`config.mk`:
```
export PLATFORM = sky130hd
export DESIGN_NAME = bcd_stopwatch_ctrl
export DESIGN_NICKNAME = d
export VERILOG_FILES = /design/src/rtl/stopwatch_pkg.sv /design/src/rtl/tick_sync_edge.sv /design/src/rtl/bcd_stopwatch_ctrl.sv
export SDC_FILE = /design/constraint.sdc
export NUM_CORES = 1
export LEC_CHECK = 0
export ABC_AREA = 1
export CORE_MARGIN = 2
export CORE_UTILIZATION = 47
export DETAILED_ROUTE_END_ITERATION = 7
export GPL_ROUTABILITY_DRIVEN = 0
export PLACE_DENSITY = 0.71
export REMOVE_ABC_BUFFERS = 1
export SETUP_SLACK_MARGIN = 0.3
export SYNTH_ARGS = -nofsm -noshare
export SYNTH_HDL_FRONTEND = slang
export SYNTH_SLANG_ARGS = --single-unit
```
`constraint.sdc`:
```
create_clock -name clk -period 2.4 [get_ports clk]
set_clock_uncertainty 0.15 [all_clocks]
set_input_delay 0.48 -clock clk [delete_from_list [all_inputs] [get_ports clk]]
set_output_delay 0.48 -clock clk [all_outputs]
set_load 0.02 [all_outputs]
```
`src/rtl/stopwatch_pkg.sv`:
```
// stopwatch_pkg: FSM state enum, BCD digit type and terminal-value helper for the stopwatch
package stopwatch_pkg;

    typedef enum logic [1:0] {IDLE, RUN, PAUSE, DONE} state_t;

    typedef logic [3:0] bcd_t;

    function automatic logic [7:0] bcd_max(input int tens, input int ones);
        bcd_t t;
        bcd_t o;
        t = bcd_t'(tens);
        o = bcd_t'(ones);
        return {t, o};
    endfunction

endpackage

```
`src/rtl/tick_sync_edge.sv`:
```
// tick_sync_edge: synchronises an asynchronous level and emits a one-cycle tick per rising edge
module tick_sync_edge #(
    parameter int SYNC_STAGES = 2
) (
    input  logic clk,
    input  logic rst_n,
    input  logic din,
    output logic tick
);

    logic [SYNC_STAGES-1:0] sync;
    logic                   prev;

    // shift the level through the synchroniser and remember its last settled value
    always_ff @(posedge clk or negedge rst_n) begin
        if (!rst_n) begin
            sync <= '0;
            prev <= 1'b0;
        end else begin
            sync <= {sync[SYNC_STAGES-2:0], din};
            prev <= sync[SYNC_STAGES-1];
        end
    end

    assign tick = sync[SYNC_STAGES-1] & ~prev;

endmodule

```
`src/rtl/bcd_stopwatch_ctrl.sv`:
```
// bcd_stopwatch_ctrl: two-digit BCD up/down stopwatch with start/pause/clear control; LAP_HOLD_EN adds a lap display freeze
module bcd_stopwatch_ctrl
    import stopwatch_pkg::*;
#(
    parameter int MAX_TENS    = 5,
    parameter int MAX_ONES    = 9,
    parameter int SYNC_STAGES = 2
) (
    input  logic clk,
    input  logic rst_n,
    input  logic slow_clk_in,
    input  logic start_pause,
    input  logic clear,
    input  logic mode_down,
`ifdef LAP_HOLD_EN
    input  logic lap,
    output logic lap_active,
`endif
    output bcd_t digit_tens,
    output bcd_t digit_ones,
    output logic running,
    output logic done
);

    localparam logic [7:0] MAX_V = bcd_max(MAX_TENS, MAX_ONES);

    state_t     state, state_nx;
    logic [7:0] cnt, cnt_nx, step_v, start_v, term_v;
    logic       dir_r, dir_nx, tick, hold_nx;

    tick_sync_edge #(.SYNC_STAGES(SYNC_STAGES)) u_tick (
        .clk  (clk),
        .rst_n(rst_n),
        .din  (slow_clk_in),
        .tick (tick)
    );

    // next state and next count; clear beats everything, a terminal step beats pause
    always_comb begin
        state_nx = state;
        cnt_nx   = cnt;
        dir_nx   = dir_r;
        start_v  = mode_down ? MAX_V : 8'h00;
        term_v   = dir_r ? 8'h00 : MAX_V;
        step_v   = dir_r ? (cnt[3:0] == 4'd0 ? {cnt[7:4] - 4'd1, 4'd9} : {cnt[7:4], cnt[3:0] - 4'd1})
                         : (cnt[3:0] == 4'd9 ? {cnt[7:4] + 4'd1, 4'd0} : {cnt[7:4], cnt[3:0] + 4'd1});
        if (clear) begin
            state_nx = IDLE;
        end else begin
            case (state)
                IDLE: begin
                    cnt_nx = start_v;
                    if (start_pause) begin
                        state_nx = RUN;
                        dir_nx   = mode_down;
                    end
                end
                RUN: begin
                    if (tick) cnt_nx = step_v;
                    if (tick && step_v == term_v) state_nx = DONE;
                    else if (start_pause) state_nx = PAUSE;
                end
                PAUSE: if (start_pause) state_nx = RUN;
                default: state_nx = DONE;
            endcase
        end
    end

`ifdef LAP_HOLD_EN
    assign hold_nx = state == RUN && state_nx == RUN && (lap ? !lap_active : lap_active);

    // lap freeze flag; dropped whenever RUN is left
    always_ff @(posedge clk or negedge rst_n) begin
        if (!rst_n) lap_active <= 1'b0;
        else lap_active <= hold_nx;
    end
`else
    assign hold_nx = 1'b0;
`endif

    // state, count and registered outputs
    always_ff @(posedge clk or negedge rst_n) begin
        if (!rst_n) begin
            state      <= IDLE;
            cnt        <= '0;
            dir_r      <= 1'b0;
            running    <= 1'b0;
            done       <= 1'b0;
            digit_tens <= '0;
            digit_ones <= '0;
        end else begin
            state   <= state_nx;
            cnt     <= cnt_nx;
            dir_r   <= dir_nx;
            running <= state_nx == RUN;
            done    <= state_nx == DONE;
            if (!hold_nx) {digit_tens, digit_ones} <= cnt_nx;
        end
    end

endmodule

```
# Word level (Yosys, flattened, before mapping)
# Cells that the tools add are included.
dict set report word_totals {
  register_bits 24
  input_bits 6
  out_inout_bits 10
  wordCells 40
}
dict set report classes {
  n_addsub 4
  n_eq_ne 6
  mux 13
  bitwise 3
  reduce_logical 5
}
# op n
set op_table {}
lappend op_table {{$mux W8} 5}
lappend op_table {{$pmux W8 S2} 1}
lappend op_table {{$mux W7} 2}
lappend op_table {{$add A4 B1 Y4 const B} 2}
lappend op_table {{$eq A8 B7 Y1} 1}
lappend op_table {{$mux W2} 4}
lappend op_table {{$sub A4 B1 Y4 const B} 2}
lappend op_table {{$eq A2 B1 Y1 const B} 2}
lappend op_table {{$eq A2 B2 Y1 const B} 2}
lappend op_table {{$eq A4 B4 Y1 const B} 1}
lappend op_table {{$logic_not A4 Y1} 1}
lappend op_table {{$pmux W2 S2} 1}
lappend op_table {{$reduce_and A3 Y1} 1}
lappend op_table {{$logic_not A2 Y1} 1}
lappend op_table {{$not A1 Y1} 2}
lappend op_table {{$reduce_or A2 Y1} 1}
lappend op_table {{$and A1 B1 Y1} 1}
lappend op_table {{$logic_and A1 B1 Y1} 1}

# Longest topological paths before layout
dict set report depth {
  word_depth 9
  mapped_depth 16
  ltp_nobuf 16
}

# By module
# From an unflattened synthesis, not the netlist that was laid out.
dict set report hier_totals {
  cells_unflattened 159
  area_unflattened_um2 1113.6
}
# mod n_inst cells_per_inst area_per_inst_um2 seq_area_each_um2
set by_module_without_submodules {}
lappend by_module_without_submodules {bcd_stopwatch_ctrl 1 154 1028.5 325.3}
lappend by_module_without_submodules {tick_sync_edge 1 5 85.1 75.1}

# Worst setup path before layout
# Ideal clock, no wire load.
dict set report synth_path {
  kind {flip-flop to flip-flop}
  from {register cnt[4]}
  to {register running}
  setup_ns 0.118
  t_arrival_ns 1.645
  required_ns 2.132
  setup_slack_ns 0.488
  stages_incl_launch_ff 15
  n_path_buf 0
  synth_period_minus_slack_ns 1.912
  path_cell_list {dfrtp_1 inv_1 ha_1 inv_1 nand3_1 nand3_1 nand2_1 nor2_1 nand2_1 nor2_1 nand3_1 nand2_1 nand2_1 nand2_1 nor2_1}
}
dict set report synth_via {
  elab_chain_len 9
  elab_cells_between_ends 11
  classes_between {add/sub: 2; eq/ne: 2; mux: 6; reduce/logical: 1}
}
# element line_no
set synth_lines {}
lappend synth_lines {{start, declared} bcd_stopwatch_ctrl.sv:28} ;# logic [7:0] cnt, cnt_nx, step_v, start_v, term_v;
lappend synth_lines {{start signal, assigned} bcd_stopwatch_ctrl.sv:93} ;# cnt <= cnt_nx;
lappend synth_lines {{$add A4 B1 Y4 or $sub A4 B1 Y4 (tied branches)} {bcd_stopwatch_ctrl.sv:46, bcd_stopwatch_ctrl.sv:45}}
lappend synth_lines {{$mux W8 (on tied branches)} {bcd_stopwatch_ctrl.sv:46, bcd_stopwatch_ctrl.sv:45}}
lappend synth_lines {{$mux W8 (*)} bcd_stopwatch_ctrl.sv:45} ;# step_v = dir_r ? (cnt[3:0] == 4'd0 ? {cnt[7:4] - 4'd1, 4'd9} : {cnt[7:4], cnt[3:0] - 4'd1})
lappend synth_lines {{$eq A8 B7 Y1 (*)} bcd_stopwatch_ctrl.sv:60} ;# if (tick && step_v == term_v) state_nx = DONE;
lappend synth_lines {{$logic_and A1 B1 Y1 (*)} bcd_stopwatch_ctrl.sv:60}
lappend synth_lines {{$mux W2 (*)} bcd_stopwatch_ctrl.sv:60}
lappend synth_lines {{$pmux W2 S2 (*)} bcd_stopwatch_ctrl.sv:50} ;# case (state)
lappend synth_lines {{$mux W2 (*)} bcd_stopwatch_ctrl.sv:47} ;# if (clear) begin
lappend synth_lines {{named net state_nx[1]} bcd_stopwatch_ctrl.sv:27} ;# state_t state, state_nx;
lappend synth_lines {{$eq A2 B1 Y1 (*)} bcd_stopwatch_ctrl.sv:95} ;# running <= state_nx == RUN;
lappend synth_lines {{end signal, assigned} bcd_stopwatch_ctrl.sv:87} ;# running <= 1'b0;
lappend synth_lines {{end signal, assigned} bcd_stopwatch_ctrl.sv:95}
lappend synth_lines {{end, declared} bcd_stopwatch_ctrl.sv:21} ;# output logic running,
# The timed path passes the listed nets; every way through them passes the cells marked *.
# A chain may end at the register's enable or synchronous reset.

==> flow_summary_export.csv <==
group,metric,value,unit
routing,drtPass1Iterations,4,
routing,via_per_inst,5.27,
critical_path,path_class,"reg2out",
yosys,async_flop_share,100,%
power,p_leak,0.690,nW
routing,drt-total-wl,2.67,mm
critical_path,crit_buf_inv,1,
run_status,status,"finished, final reports clean",
clock_tree,cts_tree,"built",
final_layout,finish.instance_area,1330,µm²
hold_path,whs_path_depth,0,
critical_path,critical_path.max_fanout,9,
yosys,synth_edf_count,0,
yosys,synth_common_cells,"56 x nand2_1, 23 x inv_1, 18 x nor2_1",
routing,ant_nets,0,
timing,min_period_over_period,86.8,%
timing,rsz0062_at_grt,"true",
floorplan,core-area,2170,µm²
place,io_buffers,15,
timing,slew_viol_final,0,
routing,drtIter0Drc,45,
yosys,synthTopCellsByArea,"dfrtp_1 38%, nand2_1 20%, inv_1 8.1%, nor2_1 6.3%, nand3_1 5.6%",
timing,worstMarginPinSlew,698,ps
yosys,ys_seq_area_share,37.6,%
timing,fin_setup_tns,0,ps
critical_path,r2r-start,"cnt[1]$_DFFE_PN0P_",
floorplan,die_width,51.6,µm
yosys,synth_top_family_by_area,"simple AND/OR/NAND/NOR gates",
clock_tree,ctsHtreeMaxLevel,1,
grt,grtUsageTotal,21.0,%
yosys,synth.area.mux_share,0,%
hold_path,hold_end,"u_tick.sync[1]$_DFF_PN0_",
yosys,synth_compound_area_share,14.2,%
critical_path,critPathSlowestCell,"clkdlybuf4s50_1",
final_layout,final_util,61.2,%
floorplan,core.rowCount,17,
critical_path,start_kind,"flip-flop",
final_layout,area_growth_syn_to_layout,24.5,%
yosys,synth_area,1070,µm²
hold_path,holdCritStartpoint,"u_tick.sync[0]$_DFF_PN0_",
final_layout,nets,196,
yosys,yosys.area_share.xor_xnor,0,%
clock_tree,cts.sinks,16,
critical_path,path_cells,"clkdlybuf4s50_1",
final_layout,diodes,0,
final_layout,drive_above_1_share,14.0,%
critical_path,r2r_cells,14,
timing,fmax,480,MHz
yosys,synthAdderAreaFrac,2.35,%
yosys,synth-seq-cells,16,
yosys,yosys_warnings,0,
yosys,yosysTopAreaCellShare,37.6,%
clock_tree,cts_buffers,3,
critical_path,worstReg2RegEnd,"running$_DFF_PN0_",
yosys,yosys.area_share.simple,35.8,%
grt,overflow,0,
floorplan,initial_core_util,49.1,%
critical_path,endpoint_kind,"output port",
routing,drc,0,
yosys,synth_top_area_cell,"dfrtp_1",
clock_tree,ctsLongestPathBuffers,2,
floorplan,ios,16,
timing,hold_violations,0,
yosys,netlist_instances,165,
critical_path,ff2ff_setup_slack,480,ps
timing,finalSetupViolations,0,
yosys,avgSynthCellArea,6.46,µm²
floorplan,die_h,51.6,µm
critical_path,worst_ep_arrival_time,1450,ps
yosys,synthFlopType,"dfrtp_1",
yosys,synth_cell_types,19,
place,hpwl,1.91,mm
critical_path,cp_top_family,"buffers and inverters",
grt,grt_pass1_vias,959,
timing,period_minus_slack,2080,ps
clock_tree,root_buffer,"clkbuf_4",
final_layout,multi_input_area,576,µm²
clock_tree,path_clk_slew,80,ps
floorplan,die-area,2670,µm²
hold_path,hp-class,"reg2reg",
grt,grt_max_degree,17,
routing,vias,1128,
routing,drt-wirelength-per-cell,12.5,µm
power,ir_drop,0.000503,V
timing,slew_headroom,53.3,%
clock_tree,hold_buffers,0,
job,max_cap_viol_count,0,
power,p_total,0.928,mW
yosys,synth.most_common_cell,"nand2_1",
place,place_area,1240,µm²
power,powerDensity,699,nW/µm²
grt,grt_pass1_wl,4.11,mm
final_layout,register_area,408,µm²
clock_tree,clk_latency,290,ps
grt,antenna_found_initial,0,
critical_path,cp.required,1770,ps
final_layout,nFillCells,203,
critical_path,crit_path_max_incr_delay,650,ps
==> flip-flops by register name (all words and copies together), names as in the netlist <==
name,count
cnt,8
state,2
u_tick.sync,2
dir_r,1
done,1
running,1
u_tick.prev,1
==> repair_timing <==
item                       4_1_cts  5_1_grt
setup endpoints to repair        2        5
pin swaps                        0        4
setup buffers                    0        5
resized for setup                2       11
==> routing by layer <==
metal  track usage (%)  share of wire, %  vias up
met5                 0                 0        -
met4              11.0               1.6        0
met3              2.59               5.9        5
met2              32.9                48       43
met1              28.3                44      517
li1                  -                 -      563
==> placed cells by master (no fill, tap or decap), drive strengths merged <==
cell,Yosys,routed
a21oi,9,9
nand2,58,58
nand3b,1,1
a22o,1,1
a22oi,3,3
ha,2,2
clkbuf,0,3
o21ai,10,10
nor2,21,21
nand3,12,12
buf,2,5
clkdlybuf4s50,0,14
a31oi,1,1
inv,26,26
o22ai,3,3
dfrtp,16,16
dlygate4sd2,0,1
==> worst max path at each step <==
stage,depth (start not counted),startpoint,end
3_5_place_dp,7,clear,cnt[7]$_DFFE_PN0P_
6_report,1,cnt[1]$_DFFE_PN0P_,digit_ones[1]
5_1_grt,14,cnt[1]$_DFFE_PN0P_,running$_DFF_PN0_
2_1_floorplan,14,cnt[4]$_DFFE_PN0P_,running$_DFF_PN0_
3_3_place_gp,7,clear,cnt[7]$_DFFE_PN0P_
4_1_cts,1,cnt[3]$_DFFE_PN0P_,digit_ones[3]
==> through the flow <==
step	hold slack, ps	worst slack, ps	cells
after detailed placement	191	371	206
after floorplan	34.4	487	163
after global placement	197	415	206
final	216	316	214
after CTS	221	345	209
after global routing	235	267	214
==> power by group <==
part	switching, mW	internal (mW)	total (mW)
logic	0.252	0.170	0.422
registers	0.0590	0.304	0.363
clock network	0.0840	0.0586	0.143
==> cells by family (layout without fill, tap and decap cells) <==
kind of cell	count (synthesis)	in the layout
simple gates	92	92
flops	16	16
fa+ha+maj	2	2
compound gates	27	27
buf+inv	28	49
==> final cells by class <==
class                   instances  area share [%]
clock buffers                   3            1.70
repair buffers                 20            14.0
inverters                      26            7.54
multi-input cells             121            43.4
well taps                      28            2.64
flip-flops and latches         16            30.7
No activity file was read; power rests on OpenSTA's default activity.
